$ cat src/rtl/alu_pkg.sv
// Shared types for the ALU result capture path.
// alu_result_t is the record stored per captured ALU result.
package alu_pkg;

  localparam int ALU_WIDTH = 8;
  localparam int ALU_SEL_W = 4;

  typedef struct packed {
    logic [ALU_SEL_W-1:0] sel;
    logic                 carry;
    logic                 zero;
    logic [ALU_WIDTH-1:0] result;
  } alu_result_t;

endpackage

$ cat src/rtl/sync_fifo.sv
// Generic first-word fall-through FIFO: head entry is read straight from storage.
// Push is ignored when full, pop is ignored when empty.
module sync_fifo #(
  parameter type data_t = logic [7:0],
  parameter int  DEPTH  = 4
) (
  input  logic                     clk,
  input  logic                     rst_n,
  input  logic                     push,
  input  data_t                    din,
  input  logic                     pop,
  output data_t                    dout,
  output logic                     full,
  output logic                     empty,
  output logic [$clog2(DEPTH):0]   count
);

  localparam int PTR_W = $clog2(DEPTH);

  data_t              mem [DEPTH];
  logic [PTR_W-1:0]   wr_ptr_reg, rd_ptr_reg;
  logic [PTR_W:0]     count_reg, count_next;
  logic               do_push, do_pop;

  assign full    = (count_reg == (PTR_W+1)'(DEPTH));
  assign empty   = (count_reg == '0);
  assign do_push = push & ~full;
  assign do_pop  = pop & ~empty;
  assign count   = count_reg;
  assign dout    = mem[rd_ptr_reg];

  // Storage has no reset; each entry only loads when the write pointer selects it.
  for (genvar gi = 0; gi < DEPTH; gi++) begin : g_entry
    always_ff @(posedge clk) begin
      if (do_push && wr_ptr_reg == PTR_W'(gi)) begin
        mem[gi] <= din;
      end
    end
  end

  always_comb begin
    count_next = count_reg;
    case ({do_push, do_pop})
      2'b10:   count_next = count_reg + 1'b1;
      2'b01:   count_next = count_reg - 1'b1;
      default: count_next = count_reg;
    endcase
  end

  always_ff @(posedge clk or negedge rst_n) begin
    if (!rst_n) begin
      wr_ptr_reg <= '0;
      rd_ptr_reg <= '0;
      count_reg  <= '0;
    end else begin
      if (do_push) wr_ptr_reg <= wr_ptr_reg + 1'b1;
      if (do_pop)  rd_ptr_reg <= rd_ptr_reg + 1'b1;
      count_reg <= count_next;
    end
  end

endmodule

$ cat src/rtl/alu_result_buffer.sv
// Captures ALU results with a derived zero flag into a FIFO drained by valid/ready,
// and counts cycles where upstream was held off by a full buffer.
module alu_result_buffer
  import alu_pkg::*;
#(
  parameter int WIDTH = ALU_WIDTH,
  parameter int SEL_W = ALU_SEL_W,
  parameter int DEPTH = 4,
  parameter int CNT_W = 16
) (
  input  logic                     clk,
  input  logic                     rst_n,
  input  logic                     in_valid,
  output logic                     in_ready,
  input  logic [WIDTH-1:0]         alu_out,
  input  logic                     carry_out,
  input  logic [SEL_W-1:0]         alu_sel,
  output logic                     out_valid,
  input  logic                     out_ready,
  output logic [WIDTH-1:0]         out_result,
  output logic                     out_carry,
  output logic                     out_zero,
  output logic [SEL_W-1:0]         out_sel,
  output logic [$clog2(DEPTH):0]   count,
  output logic [CNT_W-1:0]         stall_cnt
);

  alu_result_t      wr_entry, rd_entry;
  logic             full, empty;
  logic [CNT_W-1:0] stall_cnt_reg, stall_cnt_next;

  always_comb begin
    wr_entry        = '0;
    wr_entry.sel    = alu_sel;
    wr_entry.carry  = carry_out;
    wr_entry.zero   = (alu_out == '0);
    wr_entry.result = alu_out;
  end

  sync_fifo #(
    .data_t (alu_result_t),
    .DEPTH  (DEPTH)
  ) u_fifo (
    .clk   (clk),
    .rst_n (rst_n),
    .push  (in_valid),
    .din   (wr_entry),
    .pop   (out_ready),
    .dout  (rd_entry),
    .full  (full),
    .empty (empty),
    .count (count)
  );

  assign in_ready   = ~full;
  assign out_valid  = ~empty;
  assign out_result = rd_entry.result;
  assign out_carry  = rd_entry.carry;
  assign out_zero   = rd_entry.zero;
  assign out_sel    = rd_entry.sel;

  // Saturating: holds at all-ones rather than wrapping.
  always_comb begin
    stall_cnt_next = stall_cnt_reg;
    if (in_valid && full && (stall_cnt_reg != '1)) begin
      stall_cnt_next = stall_cnt_reg + 1'b1;
    end
  end

  always_ff @(posedge clk or negedge rst_n) begin
    if (!rst_n) stall_cnt_reg <= '0;
    else        stall_cnt_reg <= stall_cnt_next;
  end

  assign stall_cnt = stall_cnt_reg;

endmodule

$ cat config.mk
export PLATFORM = sky130hd
export DESIGN_NAME = alu_result_buffer
export DESIGN_NICKNAME = d
export VERILOG_FILES = /design/src/rtl/alu_pkg.sv /design/src/rtl/sync_fifo.sv /design/src/rtl/alu_result_buffer.sv
export SDC_FILE = /design/constraint.sdc
export NUM_CORES = 1
export LEC_CHECK = 0
export ABC_AREA = 1
export CORE_MARGIN = 3
export CORE_UTILIZATION = 59
export DETAILED_ROUTE_END_ITERATION = 8
export PLACE_DENSITY_LB_ADDON = 0.3
export SLEW_MARGIN = 10
export SYNTH_ARGS = -nofsm -noshare
export SYNTH_HDL_FRONTEND = slang
export SYNTH_HIERARCHICAL = 1
export SYNTH_SLANG_ARGS = --single-unit
$ cat constraint.sdc
create_clock -name clk -period 4 [get_ports clk]
set_input_delay 0.6 -clock clk [delete_from_list [all_inputs] [get_ports clk]]
set_output_delay 0.6 -clock clk [all_outputs]
set_load 0.1 [all_outputs]
==> impl_metrics.env <==
export IMPL_synth_cells=385
export IMPL_setup_viol=0
export IMPL_dr_pass1_iters=4
export IMPL_fin_skew_ns=0.01031
export IMPL_clk_root_buffer_cell="clkbuf_8"
export IMPL_syn_to_final_growth_pct=18.29
export IMPL_post_cts_buffers=0
export IMPL_fin_crit_sh_pct=70.23
export IMPL_syn_nets=409
export IMPL_critPathMaxFanout=5
export IMPL_timing_fmax_mhz=356.0
export IMPL_fp_dieArea_um2=7545
export IMPL_start_util_pct=62.92
export IMPL_setup_worst_path_start="u_fifo/count[0]$_DFFE_PN0P_"
export IMPL_clockBufferDepth=2
export IMPL_slew_headroom_pct=27.02
export IMPL_critPathKind="flop to output pin"
export IMPL_dp_cells=505
export IMPL_hold_class="flop to flop"
export IMPL_run_status="completed"
export IMPL_dr_max_layer_used="met4"
export IMPL_critPathLaunchType="flop"
export IMPL_path_cells="inv_2 -> nand3_1 -> inv_1 -> inv_1 -> clkdlybuf4s50_1"
export IMPL_ys_ff_latch=79
export IMPL_cts_resized_gates=0
export IMPL_tritoncts="done"
export IMPL_grt_pass1_wl_mm=12.57
export IMPL_rsz0062_at_grt="no"
export IMPL_reg2reg_from="u_fifo/count[0]$_DFFE_PN0P_"
export IMPL_cts_sinks=79
export IMPL_worst_pin_slew_ns=1.091
export IMPL_track_usage_pct=21.59
export IMPL_routed_via_density=5.203
export IMPL_htreeDepth=3
export IMPL_cp_arrival_ns=2.21
export IMPL_critPathMaxStageDelay_ns=1.12
export IMPL_synth_distinct_cells=28
export IMPL_cap_violations=0
export IMPL_fin_nets=465
export IMPL_dp_hpwl_mm=5.083
export IMPL_cp_required_ns=3.40
export IMPL_netlist_area_um2=3857
export IMPL_grt_pass1_vias=2703
export IMPL_cp_end_kind="output pin"
export IMPL_drt_iter0_markers=176
export IMPL_cpMostUsedCell="inv_1"
export IMPL_hold_buffers=0
export IMPL_yosys_warnings=6
export IMPL_drv_slew=0
export IMPL_rows=28
export IMPL_critPathSlowestCell="clkdlybuf4s50_1"
export IMPL_cts_buffers=9
export IMPL_wl_met2_mm=3.575
export IMPL_die_h_um=86.86
export IMPL_core_area_um2=6131
export IMPL_yosysSeqAreaShare_pct=58.51
export IMPL_timing_final_crit_period_ns=2.809
export IMPL_antenna_found_initial=0
export IMPL_grt_max_degree=58
export IMPL_ios=52
export IMPL_whs_ns=0.5270
export IMPL_via_count=2711
export IMPL_die_x_um=86.86
export IMPL_setup_tns_ns=0
export IMPL_hold_path_startpoint="u_fifo/count[0]$_DFFE_PN0P_"
export IMPL_clk_pin_slew_ns=0.08
export IMPL_io_buffers=51
export IMPL_drc=0
export IMPL_antenna_left=0
export IMPL_grt_overflow_total=0
export IMPL_hold_violations=0
export IMPL_drt_met1_wl_mm=3.360
export IMPL_largest_reg_flops=56
export IMPL_gp_congestion=0.7923
export IMPL_wl_met3_um=273
export IMPL_totalWireLength_mm=7.306
export IMPL_layout_drive_gt1_share_pct=14.80
export IMPL_final_instance_count_excl_fill=521
export IMPL_clock_latency_ns=0.33
export IMPL_n_antenna_cell=0
export IMPL_synth_avg_cell_area_um2=10.02
export IMPL_wl_per_cell_um=14.02
## final cells by class
cell class / instances / area [um^2]
Clock buffer: 11 / 131.4
Timing Repair Buffer: 55 / 505.5
Clock inverter: 5 / 58.81
Fill cell: 436 / 1568
Inverter: 67 / 254.0
Sequential cell: 79 / 2257
Tap cell: 75 / 93.84
Multi-Input combinational cell: 229 / 1262
## worst paths after layout
check / endpoint / cells after the start / slack, ns
worst max-delay path: out_valid / 5 / 1.19
worst min-delay path: u_fifo/count[0]$_DFFE_PN0P_ / 1 / 0.53
worst max register to register: u_fifo/count[2]$_DFFE_PN0P_ / 10 / 2.02
worst min register to register: u_fifo/count[0]$_DFFE_PN0P_ / 1 / 0.53
max in group asynchronous: stall_cnt[7]$_DFFE_PN0P_ / 1 / 2.48
min in group asynchronous: stall_cnt[12]$_DFFE_PN0P_ / 1 / 0.85
## cells in the mapped netlist
master / count / area, um^2
ha_1: 6 / 75.07
nand2_2: 3 / 18.77
inv_4: 1 / 6.260
o21ai_1: 1 / 5.000
nand4_1: 9 / 56.30
edfxtp_1: 56 / 1682
nor2_4: 5 / 56.30
and2_1: 2 / 12.51
buf_4: 1 / 7.510
xor2_1: 3 / 26.28
inv_1: 60 / 225.2
buf_6: 5 / 56.30
nand2_1: 123 / 461.7
fa_1: 1 / 20.02
nand3_1: 17 / 85.08
nor2_2: 2 / 12.51
dfrtp_1: 23 / 575.6
o211ai_2: 13 / 162.7
nand2_4: 2 / 22.52
nor2_1: 17 / 63.81
inv_2: 6 / 22.52
o21ai_0: 2 / 10.01
nor4_1: 2 / 12.51
buf_2: 4 / 20.02
nor3_1: 1 / 5.000
xnor2_1: 3 / 26.28
o21ai_2: 2 / 17.52
o211ai_1: 15 / 112.6
## layer usage
layer,up-vias,track usage (%)
met5,-,0
met4,0,8.924
met3,10,3.027
met2,65,33.61
met1,1267,30.71
li1,1369,-
## kinds of logic (layout without fill, tap and decap cells)
logic type / Yosys count / in the layout / synth area share (%)
AND/OR/NAND/NOR: 183 / 183 / 20.92
adder cells (fa/ha/maj): 7 / 7 / 2.465
buffers and inverters: 77 / 138 / 8.758
flip-flops: 79 / 79 / 58.51
XOR/XNOR: 6 / 6 / 1.363
AO/OA/AOI/OAI: 33 / 33 / 7.979
## critical path, delay by kind of cell (launching register included)
family / cells / cell delay (ns)
buffers and inverters: 4 / 1.31
DFF: 1 / 0.40
and+or+nand+nor: 1 / 0.17
## placed cells by master (no fill, tap or decap), drive strengths merged
master,n
and2,2
xnor2,3
inv,67
fa,1
clkbuf,11
nand2,128
clkdlybuf4s50,37
clkinvlp,2
nand3,17
nor4,2
clkinv,2
o21ai,5
nor3,1
o211ai,28
ha,6
dfrtp,23
nand4,9
edfxtp,56
nor2,24
buf,18
xor2,3
bufinv,1
## per-stage QoR
stage	instance area, um^2	worst slack [ns]	utilization, %
6_report	4563	1.191	74.43
5_1_grt	4563	1.071	74.43
4_1_cts	4563	1.174	74.43
3_5_place_dp	4373	1.573	71.33
3_3_place_gp	4373	1.581	71.33
2_1_floorplan	3857	1.517	-
Power is not shown: default switching activity piles up to over one toggle a cycle in this logic, so the estimate is an artifact.
